==> src/rtl/i2c_bit_sequencer.sv <==
// I2C bit-level sequencer: turns START/STOP/WRITE/READ commands into four-phase SCL/SDA open-drain drive.
// Latency: accept edge + 4*(div+1) cycles of phases; done pulses in the first IDLE cycle afterwards.
// Backpressure: cmd_ready is high only in IDLE (including the done cycle); cmd_valid is ignored while busy.
//
// Optional feature: CLOCK_STRETCH_EN -- when defined, the phase divider holds while SCL is
// released by us but a target keeps scl_in low.
//
// Ports:
//   clk, rst        clock; asynchronous active-low reset
//   div             phase length minus one (clk cycles), latched at accept
//   cmd, cmd_valid  command (00 START, 01 STOP, 10 WRITE, 11 READ) and request
//   cmd_ready       high while idle
//   din             WRITE data bit, latched at accept
//   dout            bit captured by the last READ
//   done            one-cycle completion pulse
//   busy            command in progress
//   arb_lost        sticky arbitration-lost flag, cleared by the next accepted command
//   scl_oe, sda_oe  1 = pull line low, 0 = release
//   scl_in, sda_in  sampled line levels (already synchronised)
module i2c_bit_sequencer #(
  parameter int DIV_W = 8
) (
  input  logic             clk,
  input  logic             rst,
  input  logic [DIV_W-1:0] div,
  input  logic [1:0]       cmd,
  input  logic             cmd_valid,
  output logic             cmd_ready,
  input  logic             din,
  output logic             dout,
  output logic             done,
  output logic             busy,
  output logic             arb_lost,
  output logic             scl_oe,
  output logic             sda_oe,
  input  logic             scl_in,
  input  logic             sda_in
);

  typedef enum logic [2:0] {
    S_IDLE,
    S_START,
    S_STOP,
    S_WRITE,
    S_READ
  } state_t;

  state_t           r_state;
  logic [1:0]       r_phase;
  logic [DIV_W-1:0] r_cnt;
  logic [DIV_W-1:0] r_div;
  logic             r_din;
  logic             r_scl_oe;
  logic             r_sda_oe;
  logic             r_dout;
  logic             r_done;
  logic             r_arb;

  // Line levels for a given operation and phase, as {scl, sda}; 1 = released.
  function automatic logic [1:0] f_level(input state_t s, input logic [1:0] ph, input logic d);
    logic [1:0] lv;
    lv = 2'b11;
    case (s)
      S_START: begin
        case (ph)
          2'd0, 2'd1: lv = 2'b11;
          2'd2:       lv = 2'b10;
          default:    lv = 2'b00;
        endcase
      end
      S_STOP: begin
        case (ph)
          2'd0:       lv = 2'b00;
          2'd1, 2'd2: lv = 2'b10;
          default:    lv = 2'b11;
        endcase
      end
      S_WRITE: lv = {(ph == 2'd1) || (ph == 2'd2), d};
      S_READ:  lv = {(ph == 2'd1) || (ph == 2'd2), 1'b1};
      default: lv = 2'b11;
    endcase
    return lv;
  endfunction

  function automatic state_t f_cmd_state(input logic [1:0] c);
    state_t s;
    case (c)
      2'b00:   s = S_START;
      2'b01:   s = S_STOP;
      2'b10:   s = S_WRITE;
      default: s = S_READ;
    endcase
    return s;
  endfunction

  logic       w_stall;
  logic       w_last;
  logic       w_arb;
  logic [1:0] w_next_phase;
  logic [1:0] w_next_lvl;
  state_t     w_acc_state;
  logic [1:0] w_acc_lvl;

`ifdef CLOCK_STRETCH_EN
  // We released SCL this phase but a target is still holding it low.
  assign w_stall = !r_scl_oe && !scl_in;
`else
  logic w_unused_scl;
  assign w_unused_scl = scl_in;
  assign w_stall      = 1'b0;
`endif

  assign w_last       = (r_cnt == r_div);
  assign w_next_phase = r_phase + 2'd1;
  assign w_next_lvl   = f_level(r_state, w_next_phase, r_din);
  assign w_acc_state  = f_cmd_state(cmd);
  assign w_acc_lvl    = f_level(w_acc_state, 2'd0, din);

  // Arbitration check happens once, on the final cycle of the SCL-high data phase.
  assign w_arb = (r_state == S_WRITE) && r_din && !sda_in && (r_phase == 2'd2) && w_last;

  always_ff @(posedge clk or negedge rst) begin
    if (!rst) begin
      r_state  <= S_IDLE;
      r_phase  <= 2'd0;
      r_cnt    <= '0;
      r_div    <= '0;
      r_din    <= 1'b0;
      r_scl_oe <= 1'b0;
      r_sda_oe <= 1'b0;
      r_dout   <= 1'b0;
      r_done   <= 1'b0;
      r_arb    <= 1'b0;
    end else begin
      r_done <= 1'b0;
      if (r_state == S_IDLE) begin
        if (cmd_valid) begin
          r_state  <= w_acc_state;
          r_phase  <= 2'd0;
          r_cnt    <= '0;
          r_div    <= div;
          r_din    <= din;
          r_arb    <= 1'b0;
          r_scl_oe <= !w_acc_lvl[1];
          r_sda_oe <= !w_acc_lvl[0];
        end
      end else if (!w_stall) begin
        if (r_state == S_READ && r_phase == 2'd2 && w_last) begin
          r_dout <= sda_in;
        end
        if (!w_last) begin
          r_cnt <= r_cnt + DIV_W'(1);
        end else if (w_arb) begin
          // Another master won: back off completely, no completion pulse.
          r_state  <= S_IDLE;
          r_phase  <= 2'd0;
          r_cnt    <= '0;
          r_arb    <= 1'b1;
          r_scl_oe <= 1'b0;
          r_sda_oe <= 1'b0;
        end else if (r_phase == 2'd3) begin
          // Lines keep their phase-3 levels while idle.
          r_state <= S_IDLE;
          r_phase <= 2'd0;
          r_cnt   <= '0;
          r_done  <= 1'b1;
        end else begin
          r_phase  <= w_next_phase;
          r_cnt    <= '0;
          r_scl_oe <= !w_next_lvl[1];
          r_sda_oe <= !w_next_lvl[0];
        end
      end
    end
  end

  assign cmd_ready = (r_state == S_IDLE);
  assign busy      = (r_state != S_IDLE);
  assign scl_oe    = r_scl_oe;
  assign sda_oe    = r_sda_oe;
  assign dout      = r_dout;
  assign done      = r_done;
  assign arb_lost  = r_arb;

endmodule

==> config.mk <==
export PLATFORM = sky130hd
export DESIGN_NAME = i2c_bit_sequencer
export DESIGN_NICKNAME = d
export VERILOG_FILES = /design/src/rtl/i2c_bit_sequencer.sv
export SDC_FILE = /design/constraint.sdc
export NUM_CORES = 1
export LEC_CHECK = 0
export BUFFER_PORTS_ARGS = -buffer_cell sky130_fd_sc_hd__buf_2
export CAP_MARGIN = 40
export CORE_UTILIZATION = 60
export CTS_CLUSTER_SIZE = 30
export DETAILED_ROUTE_END_ITERATION = 7
export PLACE_DENSITY_LB_ADDON = 0.15
export SLEW_MARGIN = 20
export SYNTH_ARGS = -nofsm -noshare
export SYNTH_HDL_FRONTEND = slang
export SYNTH_SLANG_ARGS = --single-unit
==> constraint.sdc <==
create_clock -name clk -period 2.9 [get_ports clk]
set_input_delay 0.29 -clock clk [delete_from_list [all_inputs] [get_ports clk]]
set_output_delay 0.29 -clock clk [all_outputs]
set_load 0.02 [all_outputs]
==> results.cfg <==
[sta]
min_period_over_period = 0.7118
slew-limit-headroom = 0.6111
setup_tns_ns = 0
rsz0062_at_grt = false
hold_viol = 0
tightestPinTransition_ns = 0.5834
setup_ws_ns = 0.8359
clock_skew_ns = 0.01003
max_freq_mhz = 484.5
setup_viol = 0
period_needed_ns = 2.064
fin_hold_ws_ns = 0.1756
slew_viol_final = 0

[floorplan]
core_sq_um = 2455
initial_core_util = 0.6346
die_h_um = 52.96
io_pins = 23
rows = 18
dieArea_sq_um = 2804
fp.dieW_um = 52.96

[yosys]
synth.avg_cell_area_sq_um = 11.54
syn_inst = 135
synth_area_leaders = dfrtp_1 (43%), mux2_2 (8.0%), ha_1 (7.2%), xor2_1 (4.5%), buf_6 (2.2%)
ys_seq_area_frac = 0.4337
synthFlopType = dfrtp_1
synth_fp_nets = 160
ys_seq_elements = 27
synth_top_area_cell = dfrtp_1
synth_top_area_share = 0.4337
yosysWarnings = 0
netlist_area_sq_um = 1558
async_flop_share = 1.000
synthDistinctLibCells = 44
synth-edff-count = 0

[clock_tree]
cts_resized = 0
clockBufferDepth = 2
clock_sinks = 27
ctsHoldBuffers = 1
htree_levels = 1
cts_made_buffers = 3
cts-root-buf = clkbuf_4
clk_latency_ns = 0.33
cts_tree = yes
post_cts_buffers = 0
clk_pin_slew_ns = 0.16

[routing]
ant_nets = 0
num_vias = 1081
wl_um = 2838
wl_per_cell_um = 15.34
drt_pass1_iterations = 4
drt_iter0_markers = 26
drc_errors = 0
avgViaCountPerCell = 5.843

[worst_setup_path]
cpMaxStageDelayCell = dfrtp_1
cp-start-kind = flop
critPathKind = reg2reg
crit_path_end_kind = flop
cp_max_fo = 6
startpoint = r_phase[0]$_DFFE_PN0P_
cp_top_family = simple AND/OR/NAND/NOR gates
timing.rr.start = r_phase[0]$_DFFE_PN0P_
slowest_delay_ns = 0.48
cp_cell_sequence = inv_1, ha_1, nor4bb_1, a31o_4, nor2b_2, nor3_4, mux2_2
required_ns = 3.13
arrival_ns = 2.29
crit_buf_inv = 1

[cells_and_area]
syn_to_final_growth_pct = 8.113
diodes = 0
multi_input_comb_area_sq_um = 800.8
drive_above_1_share = 0.2968
seqCellArea_sq_um = 675.6
nNetsFinal = 181
fillers = 199

[job]
cap_violations = 0

[global_routing]
grt_pass1_vias = 1034
grt_max_degree = 28
grt_pass1_wl_um = 4705
overflow = 0
gr-usage-all-layers = 0.2351
antenna_found_initial = 0

[power_and_ir_drop]
p_per_area_nw_per_um2 = 931.5
ir_drop_mv = 0.6594
leakage_uw = 0.0007970

[outcome]
outcome = finished clean

[worst_hold_path]
min_path_type = in2reg
worstHoldStart = div[7]

[placed_design]
hpwl_um = 2132
pre_cts_ws_ns = 0.8622
gp_congestion = 0.8508
portBuffers = 21
routing by layer:
metal | track usage | share of wire | vias up
met5 | 0 | 0 | -
met4 | 0.08772 | 0.012 | 0
met3 | 0.04023 | 0.025 | 4
li1 | - | - | 530
met2 | 0.3565 | 0.47 | 23
met1 | 0.3327 | 0.49 | 524
cells by family after synthesis:
kind of cell	Yosys count	share of synthesized area
AND/OR/NAND/NOR	33	0.1349
adder cells (fa/ha/maj)	9	0.07229
XOR/XNOR	10	0.05623
flip-flops	27	0.4337
multiplexers	15	0.1149
buffers and inverters	12	0.05220
AO/OA/AOI/OAI	29	0.1357
synth_stat cells, types with 2 or more instances:
cell,instances
a21o_1,2
and3_1,4
buf_6,3
ha_1,9
buf_4,2
a22o_1,2
a32o_1,3
dfrtp_1,27
nor4_2,2
nand3_1,3
nand4_1,2
xnor2_1,2
xor2_1,8
o21ai_0,5
mux2_2,11
a21oi_1,5
nor3_1,3
nand2_1,4
nor2_1,5
mux2_1,2
nand2b_1,3
inv_1,5
a31oi_1,2
path summary, 6_finish.rpt:
kind / end / slack [ns] / depth (start not counted)
max: scl_oe$_DFFE_PN0P_ / 0.84 / 7
min: r_div[7]$_DFFE_PN0P_ / 0.18 / 2
max reg2reg: scl_oe$_DFFE_PN0P_ / 0.84 / 7
min reg2reg: sda_oe$_DFFE_PN0P_ / 0.51 / 1
max in group asynchronous: r_div[5]$_DFFE_PN0P_ / 2.04 / 2
min in group asynchronous: r_cnt[6]$_DFFE_PN0P_ / 0.47 / 2
report_power, final:
part	switching, uW	internal [uW]	total (uW)
registers	195	536	731
logic	320	351	671
clock network	116	51.7	167
total	631	938	1570
flip-flops by register name, indices dropped and copies added, names as in the netlist:
signal,count
dout,1
r_state,3
r_cnt,8
sda_oe,1
r_phase,2
done,1
r_div,8
scl_oe,1
arb_lost,1
r_din,1
final cells by class:
class,count,area share
clock buffer,3,0.01337
clock inverter,1,0.002972
inverter,6,0.01634
multi-input combinational,96,0.4755
sequential,27,0.4012
tap,30,0.02229
timing repair buffer,22,0.06835
per-stage QoR:
step	util	cells	total power, uW	cell area [sq um]
2_1_floorplan	-	135	1264	1558
3_3_place_gp	0.6707	180	1359	1647
3_5_place_dp	0.6707	180	1407	1647
4_1_cts	0.6860	185	1572	1684
5_1_grt	0.6860	185	1670	1684
6_report	0.6860	185	1569	1684
cell usage in the layout (no fill, tap or decap), types with 4 or more instances in the layout:
cell type   n
buf_2      21
nand2_1     4
o21ai_0     5
mux2_2     11
xor2_1      8
dfrtp_1    27
a21oi_1     5
inv_1       5
nor2_1      5
and3_1      4
ha_1        9
(Power assumes the default switching activity.)
